$ cat src/rtl/seq_multiplier.sv
// Radix-2 shift-add sequential multiplier, one multiplier bit per clock.
// Signed operands are reduced to magnitudes and the sign is applied on the final load.
module seq_multiplier #(
    parameter int WIDTH = 8
) (
    input  logic                 clk,
    input  logic                 rst,
    input  logic                 start,
    input  logic                 signed_mode,
    input  logic [WIDTH-1:0]     a,
    input  logic [WIDTH-1:0]     b,
    output logic                 busy,
    output logic                 done,
    output logic [2*WIDTH-1:0]   product
);

    localparam int CW = $clog2(WIDTH + 1);

    typedef enum logic [1:0] {
        IDLE,
        CALC,
        DONE
    } state_t;

    state_t               state;
    logic [2*WIDTH-1:0]   mcand;
    logic [2*WIDTH-1:0]   acc;
    logic [2*WIDTH-1:0]   acc_next;
    logic [WIDTH-1:0]     mplier;
    logic                 negate;
    logic [CW-1:0]        count;
    logic                 a_neg;
    logic                 b_neg;
    logic [WIDTH-1:0]     a_mag;
    logic [WIDTH-1:0]     b_mag;

    // The most negative value negates to itself, which still reads correctly as an unsigned magnitude.
    always_comb begin
        a_neg    = signed_mode & a[WIDTH-1];
        b_neg    = signed_mode & b[WIDTH-1];
        a_mag    = a_neg ? (~a + 1'b1) : a;
        b_mag    = b_neg ? (~b + 1'b1) : b;
        acc_next = mplier[0] ? (acc + mcand) : acc;
    end

    // Control and datapath share one register block; product moves only when done rises.
    always_ff @(posedge clk) begin
        if (rst) begin
            state   <= IDLE;
            busy    <= 1'b0;
            done    <= 1'b0;
            product <= '0;
            acc     <= '0;
            mcand   <= '0;
            mplier  <= '0;
            negate  <= 1'b0;
            count   <= '0;
        end else begin
            case (state)
                IDLE, DONE: begin
                    done <= 1'b0;
                    if (start) begin
                        mcand  <= {{WIDTH{1'b0}}, a_mag};
                        mplier <= b_mag;
                        negate <= a_neg ^ b_neg;
                        acc    <= '0;
                        count  <= '0;
                        busy   <= 1'b1;
                        state  <= CALC;
                    end else begin
                        busy  <= 1'b0;
                        state <= IDLE;
                    end
                end
                CALC: begin
                    acc    <= acc_next;
                    mcand  <= mcand << 1;
                    mplier <= mplier >> 1;
                    count  <= count + 1'b1;
                    if (count == CW'(WIDTH - 1)) begin
                        product <= negate ? (~acc_next + 1'b1) : acc_next;
                        done    <= 1'b1;
                        busy    <= 1'b0;
                        state   <= DONE;
                    end
                end
                default: begin
                    busy  <= 1'b0;
                    done  <= 1'b0;
                    state <= IDLE;
                end
            endcase
        end
    end

endmodule

$ cat config.mk
export PLATFORM = sky130hd
export DESIGN_NAME = seq_multiplier
export DESIGN_NICKNAME = d
export VERILOG_FILES = /design/src/rtl/seq_multiplier.sv
export SDC_FILE = /design/constraint.sdc
export NUM_CORES = 1
export LEC_CHECK = 0
export ABC_CLOCK_PERIOD_IN_PS = 4500
export BUFFER_PORTS_ARGS = -buffer_cell sky130_fd_sc_hd__buf_2
export CAP_MARGIN = 20
export CORE_MARGIN = 10
export CORE_UTILIZATION = 60
export CTS_CLUSTER_DIAMETER = 80
export DETAILED_ROUTE_END_ITERATION = 10
export PLACE_DENSITY = 0.9
export SLEW_MARGIN = 20
export SYNTH_ARGS = -nofsm -noshare
export SYNTH_HDL_FRONTEND = slang
export SYNTH_SLANG_ARGS = --single-unit
$ cat constraint.sdc
create_clock -name clk -period 4.5 [get_ports clk]
set_clock_uncertainty 0.2 [all_clocks]
set_input_delay 0.225 -clock clk [delete_from_list [all_inputs] [get_ports clk]]
set_output_delay 0.225 -clock clk [all_outputs]
set_load 0.005 [all_outputs]
# --- Word level (Yosys, flattened, before mapping) ---
# Cells that the tools add are included.
word_totals:
  output_inout_bits: 18
  ff_bits: 65
op_classes:
  reduce_logical: 7
  add_sub_neg: 5
  muxes: 18
  n_bitwise: 7
  eq_ne: 5
ops:
  columns: ["cell", "count"]
  rows:
  - ["$mux W16", 4]
  - ["$pmux W16 S2", 2]
  - ["$mux W8", 3]
  - ["$add A16 B1 Y16 const B", 1]
  - ["$add A16 B16 Y16", 1]
  - ["$add A8 B1 Y8 const B", 2]
  - ["$not A16 Y16", 1]
  - ["$not A8 Y8", 2]
  - ["$pmux W8 S2", 1]
  - ["$pmux W4 S2", 1]
  - ["$reduce_and A2 Y1", 3]
  - ["$add A4 B1 Y4 const B", 1]
  - ["$eq A4 B3 Y1 const B", 1]
  - ["$mux W4", 1]
  - ["$ne A2 B2 Y1 const B", 2]
  - ["$pmux W2 S2", 1]
  - ["$reduce_or A2 Y1", 2]
  - ["$mux W1", 3]
  - ["$and A1 B1 Y1", 2]
  - ["$eq A2 B1 Y1 const B", 1]
  - ["$eq A2 B2 Y1 const B", 1]
  - ["$logic_not A2 Y1", 1]
  - ["$mux W2", 1]
  - ["$pmux W1 S2", 1]
  - ["other kinds (3)", 3]

# --- Depth between registers and ports, before layout ---
# Gate-level depths: netlist of the first run.
depth:
  depth_word: 5
  depth_mapped: 10
  mapped_depth_nobuf: 10

# --- Least setup slack after synthesis of the first run ---
# No wires, ideal clock.
synth_path:
  path_type: "register -> register"
  start: "register mcand[0]"
  end: "register product[14]"
  path_stages_with_launch: 11
  path_slack_ns: 1.684
  setup_time_ns: 0.074
  arrival_time_ns: 2.542
  required_ns: 4.226
  cell_sequence: "dfxtp_1 > ha_1 > fa_1 > a211oi_2 > o21ai_1 > a211o_1 > nand3_1 > nor3_2 > and2_1 > or3_1 > a31oi_1"
synth_between:
  elab_chain_cells: 5
synth_rtl:
  columns: ["element", "line", "text"]
  rows:
  - ["start, declared", "26", "logic [2*WIDTH-1:0] mcand;"]
  - ["start signal, assigned", "63", "mcand <= {{WIDTH{1'b0}}, a_mag};"]
  - ["start signal, assigned", "77", "mcand <= mcand << 1;"]
  - ["$add A16 B16 Y16 (*)", "43", "acc_next = mplier[0] ? (acc + mcand) : acc;"]
  - ["$mux W16 (*)", "43", null]
  - ["$not A16 Y16", "81", "product <= negate ? (~acc_next + 1'b1) : acc_next;"]
  - ["$add A16 B1 Y16", "81", null]
  - ["$mux W16 (*)", "81", null]
  - ["end signal, assigned", "81", null]
  - ["end, declared", "14", "output logic [2*WIDTH-1:0] product"]
# Every way passes the cells marked *; elsewhere a longest branch is shown, timed or not.
# A chain may end at the register's enable or synchronous reset.

# --- Worst setup path in the final report of the first run ---
layout_path:
  start: "register mplier[0]"
  end: "register product[10]"
layout_between:
  elab_chain_cells: 4
layout_rtl:
  columns: ["element", "line", "text"]
  rows:
  - ["start, declared", "29", "logic [WIDTH-1:0] mplier;"]
  - ["start signal, assigned", "64", "mplier <= b_mag;"]
  - ["start signal, assigned", "78", "mplier <= mplier >> 1;"]
  - ["$mux W16 (*)", "43", null]
  - ["$not A16 Y16", "81", null]
  - ["$add A16 B1 Y16", "81", null]
  - ["$mux W16 (*)", "81", null]
# Marked as above.

==> flow_summary.json, run 1 <==
{
  "status": "complete, no violations",
  "drcViolationCount": 0,
  "max_cap_violations": 0,
  "finalCriticalPeriod_ps": 3610,
  "syn_inst": 494,
  "core_mm2": 0.00646,
  "min-delay-path-class": "in -> reg",
  "crit_fanout": 26,
  "clock_latency_ps": 360,
  "post_drt_wl_per_cell_um": 19.4,
  "cts_buffer_depth": 2,
  "place_congestion": 0.949,
  "antenna_found_initial": 0,
  "grt_pass1_wl_um": 19500,
  "powerDensity_mw_per_mm2": 310,
  "maxSlewViolCount": 0,
  "tightest_slew_ps": 1020,
  "drive_above_1_share_pct": 15.1,
  "ir_worst_vdd_v": 0.000363,
  "slew_headroom_pct": 31.8,
  "worstHoldStart": "b[2]",
  "critPathKind": "reg -> reg",
  "top_layer_used": "met4",
  "tritoncts": "built",
  "drtIter0Drc": 485,
  "end_kind": "register",
  "areaGrowthSynthToFinish_pct": 12.6,
  "reg2reg_to": "product[10]",
  "synth.top_cells.by_area": "dfxtp_1, nand2_1, ha_1, a21oi_1, a22oi_1",
  "finalSetupTns_ps": 0,
  "synthFlopType": "dfxtp_1",
  "layout.nets": 566,
  "fin_crit_sh_pct": 80.1,
  "grt_usage_pct": 23.0,
  "hold_violations": 0,
  "overflow": 0,
  "cts_resized": 0,
  "cts_made_buffers": 9,
  "postSynthAreaPerCell_um2": 8.19,
  "drt_pass1_iterations": 7,
  "synth_cell_types": 75,
  "die_h_um": 102,
  "grt_pass1_vias": 4000,
  "reg2reg_depth": 8,
  "drt-total-wl_um": 11800,
  "max_freq_ghz": 0.277,
  "yosys_warnings": 0,
  "ios": 38,
  "p_leak_nw": 1.86,
  "drt-met1-wl_um": 4920,
  "p_total_mw": 1.41,
  "initial_core_util_pct": 62.6,
  "rsz0062_at_grt": "false",
  "synth_area_mm2": 0.00404,
  "vias": 4088,
  "synth_top_area_share_pct": 31.7,
  "num_rows": 29,
  "dp_hpwl_um": 8100,
  "die_x_um": 102,
  "crit_required_ps": 4550,
  "cp.arrival_ps": 3660,
  "start_kind": "register",
  "die-area_mm2": 0.0104,
  "antenna_cells": 0,
  "ant_nets": 0,
  "wl_met2_um": 5510,
  "postSynth.asyncResetShare_pct": 0,
  "setup_violations": 0,
  "htreeDepth": 3,
  "final_common_cell": "nand2_1",
  "wl_met3_um": 1080,
  "r2r_start": "mplier[0]",
  "whs_ps": 13.6,
  "synth_nets": 534,
  "postLayoutCoreUtil_pct": 70.5,
  "min_path_cells": 4,
  "reg2reg_setup_slack_ps": 890,
  "port_buffers": 37,
  "cts_sinks": 64,
  "seq_area_frac_synth_pct": 31.7,
  "grt_max_degree": 27,
  "synth.largest_area_cell": "dfxtp_1",
  "via_per_inst": 6.72,
  "path_clk_slew_ps": 80,
  "clockRootBuffer": "clkbuf_8",
  "mostFrequentLayoutCells": "nand2_1, dfxtp_1, a21oi_1, nor2_1, buf_2",
  "synth-seq-cells": 64,
  "synth_edf_count": 0,
  "min_to": "mplier[2]"
}
==> registers in the layout, summed over array words and instances, names as in the netlist <==
signal / cells
mplier: 8
count: 4
acc: 16
done: 1
negate: 1
mcand: 16
product: 16
state: 2
==> worst max path at each step <==
stage | from | end | slack (ps) | cells past startpoint
finish | mplier[0] | product[10] | 890 | 8
global route | mplier[0] | product[10] | 760 | 8
CTS | mplier[0] | product[10] | 1040 | 8
detailed placement | mplier[0] | product[10] | 1100 | 8
global placement | mplier[0] | product[10] | 1220 | 8
floorplan | mcand[0] | product[14] | 1680 | 10
==> cell usage after synthesis (3+ instances only) <==
cell type	n
and3b_1	3
xnor2_1	10
ha_1	19
xor2_1	11
inv_1	14
a21oi_1	44
a221oi_1	3
clkbuf_1	17
nand3_1	18
a22oi_1	22
nand4b_1	5
mux2i_1	4
dfxtp_1	64
o21ai_0	17
nor2_1	43
a31oi_1	6
nand2b_1	4
or3_1	4
nand3b_1	4
nor3_1	8
o2111ai_1	5
buf_2	4
nand4_1	6
and3_1	9
o211ai_1	3
a211oi_1	3
nand2_1	65
a22o_1	10
a21o_1	5
o41ai_1	3
a211oi_2	3
o21a_1	3
buf_1	3
==> through the flow <==
step           instances  setup slack, ps  cell area (um^2)
6_report             608              893              4550
5_1_grt              608              764              4550
4_1_cts              608             1040              4550
3_5_place_dp         589             1100              4270
3_3_place_gp         589             1220              4270
2_1_floorplan        494             1680              4040
==> final cells by class <==
cell class | instances | area, um^2
multi-input combinational | 391 | 2610
fill | 479 | 1910
tap | 77 | 96.3
timing repair buffer | 46 | 260
clock buffer | 10 | 138
inverter | 14 | 52.6
sequential | 64 | 1280
clock inverter | 6 | 115
==> what timing repair did <==
| action | 4_1_cts | 5_1_grt |
|---|---|---|
| hold endpoints to repair | 3 | 0 |
| hold buffers | 3 | 0 |
| setup endpoints to repair | 0 | 0 |
| buffers inserted | 0 | 0 |
==> worst max-delay path, stage by stage, from the launching register on <==
cell and delay, ps:
dfxtp_1 900, inv_1 630, a211oi_1 370, o311ai_1 270
nand4bb_4 330, nor3_1 270, and2_4 230, o21bai_1 60
a31o_2 230
==> logic make-up after synthesis <==
logic type | synth area share (%)
fa+ha+maj | 6.37
buf+inv | 3.93
flops | 31.7
simple gates | 24.5
xor+xnor | 4.55
compound gates | 28.0
mux | 0.990
==> layer usage <==
metal	vias to the layer above	track usage, %
met5	-	0
met4	0	7.92
met3	36	6.68
met2	239	37.6
met1	1906	28.1
li1	1907	-
==> where the power goes <==
group	internal [mW]	switching, mW	total (mW)
logic	0.0627	0.108	0.171
registers	0.580	0.0180	0.598
clock network	0.386	0.254	0.641
Note: power is estimated with default switching activity, not from simulation.
==> inputs of run 2 (changes only) <==
--- a/config.mk
+++ b/config.mk
@@ -5,14 +5,14 @@
 export SDC_FILE = /design/constraint.sdc
 export NUM_CORES = 1
 export LEC_CHECK = 0
-export ABC_CLOCK_PERIOD_IN_PS = 4500
+export ABC_CLOCK_PERIOD_IN_PS = 3300
 export BUFFER_PORTS_ARGS = -buffer_cell sky130_fd_sc_hd__buf_2
 export CAP_MARGIN = 20
 export CORE_MARGIN = 10
-export CORE_UTILIZATION = 60
+export CORE_UTILIZATION = 54
 export CTS_CLUSTER_DIAMETER = 80
 export DETAILED_ROUTE_END_ITERATION = 10
-export PLACE_DENSITY = 0.9
+export PLACE_DENSITY = 0.86
 export SLEW_MARGIN = 20
 export SYNTH_ARGS = -nofsm -noshare
 export SYNTH_HDL_FRONTEND = slang
==> constraint.sdc (replaced) <==
create_clock -name clk -period 3.3 [get_ports clk]
set_clock_uncertainty 0.2 [all_clocks]
set_input_delay 0.165 -clock clk [delete_from_list [all_inputs] [get_ports clk]]
set_output_delay 0.165 -clock clk [all_outputs]
set_load 0.005 [all_outputs]
==> flow_summary.json, run 2 (synthesized netlist as in run 1, its figures left out) <==
{
  "cp_num_buf_inv": 0,
  "status": "complete, no violations",
  "grt_max_degree": 45,
  "mostFrequentLayoutCells": "nand2_1, dfxtp_1, a21oi_1, nor2_1, buf_2",
  "cts_sinks": 64,
  "worstPathCellList": "ha_1 > fa_1 > a211oi_2 > o211ai_2 > nand4_1 > nand3_1 > nor3_2 > a41oi_2 > or4_1 > nand3_1",
  "powerDensity_mw_per_mm2": 395,
  "layout_setup_ws_ps": 198,
  "dp_slack_ps": 268,
  "initial_core_util_pct": 55.8,
  "ios": 38,
  "overflow": 0,
  "dp_hpwl_um": 7830,
  "finalSetupTns_ps": 0,
  "drt-total-wl_um": 11100,
  "finalCriticalPeriod_ps": 3100,
  "cts_buffer_depth": 2,
  "core_mm2": 0.00725,
  "crit_fanout": 5,
  "areaGrowthSynthToFinish_pct": 15.5,
  "grt_pass1_vias": 3986,
  "slew_headroom_pct": 47.0,
  "fill_cells": 605,
  "critical-path-top-delay-family": "simple AND/OR/NAND/NOR gates",
  "fin_crit_sh_pct": 94.0,
  "maxSlewViolCount": 0,
  "crit_required_ps": 3390,
  "cts_made_buffers": 9,
  "grt_usage_pct": 19.5,
  "path_clk_slew_ps": 70,
  "via_per_inst": 6.28,
  "clock_latency_ps": 350,
  "clockRootBuffer": "clkbuf_8",
  "reg2reg_setup_slack_ps": 200,
  "num_rows": 31,
  "die_h_um": 107,
  "cts_setup_buffers": 0,
  "met2_usage_pct": 34.3,
  "max_freq_ghz": 0.322,
  "met3_usage_pct": 5.98,
  "cpMostUsedCell": "nand3_1",
  "max_cap_violations": 0,
  "drcViolationCount": 0,
  "reg2reg_depth": 10,
  "htreeDepth": 3,
  "hold_violations": 0,
  "vias": 4031,
  "antenna_found_initial": 0,
  "final_common_cell": "nand2_1",
  "post_drt_wl_per_cell_um": 17.3,
  "drtIter0Drc": 307,
  "drive_above_1_share_pct": 15.1,
  "ir_worst_vdd_v": 0.000266,
  "gr-usage-met1_pct": 21.9,
  "p_total_mw": 1.84,
  "port_buffers": 37,
  "rsz0062_at_grt": "false",
  "end_kind": "register",
  "setup_violations": 0,
  "place_congestion": 0.958,
  "crit_cells": 10,
  "p_leak_nw": 1.90,
  "crit_slowest_cell": "fa_1",
  "top_regs": "acc x16, mcand x16, product x16",
  "grt_pass1_wl_um": 18500,
  "tritoncts": "built",
  "tightest_slew_ps": 795,
  "min-delay-path-class": "in -> reg",
  "busiest_layer": "met2",
  "slowest_delay_ps": 450,
  "drt_pass1_iterations": 6,
  "die-area_mm2": 0.0113,
  "start_kind": "register",
  "antenna_cells": 0,
  "die_x_um": 107,
  "min_path_cells": 4,
  "cp.arrival_ps": 3190,
  "critPathKind": "reg -> reg",
  "layout.nets": 578,
  "ant_nets": 0
}
-- run 2: changes by cell type in the layout (fill, tap and decap cells not counted), sizes merged --
cell / delta
inv: -1
clkbuf: +2
bufinv: -1
buf: +3
dlygate4sd3: +9
-- run 2: what timing repair did --
item,in CTS,in global routing
resized for setup,0,0
endpoints found under the hold margin,12,0
hold buffers,12,0
-- run 2: worst register-to-register path, stage by stage, from the launching register on --
cell      delay (ps)
dfxtp_1          340
ha_1             250
fa_1             450
a211oi_2         360
o211ai_2         160
nand4_1          110
nand3_1          220
nor3_2           280
a41oi_2          150
or4_1            420
nand3_1          100
-- run 2: report_power, final --
group | leakage, nW | switching [mW] | internal [mW]
combinational | 1.27 | 0.148 | 0.0941
sequential | 0.518 | 0.0193 | 0.791
clock | 0.113 | 0.324 | 0.468
-- run 2: metal layers --
| layer | up-vias | share of wire [%] |
|---|---|---|
| met5 | - | 0 |
| met4 | 0 | 1.9 |
| met3 | 23 | 7.6 |
| met2 | 176 | 50 |
| met1 | 1896 | 40 |
| li1 | 1936 | - |
-- run 2: path summary, 6_finish.rpt --
| check | from | end |
|---|---|---|
| max | mcand[0] | product[13] |
| min | start | negate |
| max reg2reg | mcand[0] | product[13] |
| min reg2reg | product[3] | product[3] |
-- run 2: area by class of cell --
class                   count  area (um^2)  share of cell area (%)
clock buffers              12          155                    3.32
clock inverters             4         76.3                    1.63
inverters                  14         52.6                    1.13
multi-input cells         391         2610                    55.9
flip-flops and latches     64         1280                    27.4
well taps                  99          124                    2.65
repair buffers             58          373                    7.98
-- run 2: metrics by stage --
step	instance area, um^2	hold WS [ps]	util, %	cells
4_1_cts	4660	20.6	64.3	641
3_3_place_gp	4310	238	59.4	613
3_5_place_dp	4310	241	59.4	613
2_1_floorplan	4040	117	-	494
5_1_grt	4670	45.6	64.4	642
6_report	4670	31.1	64.4	642
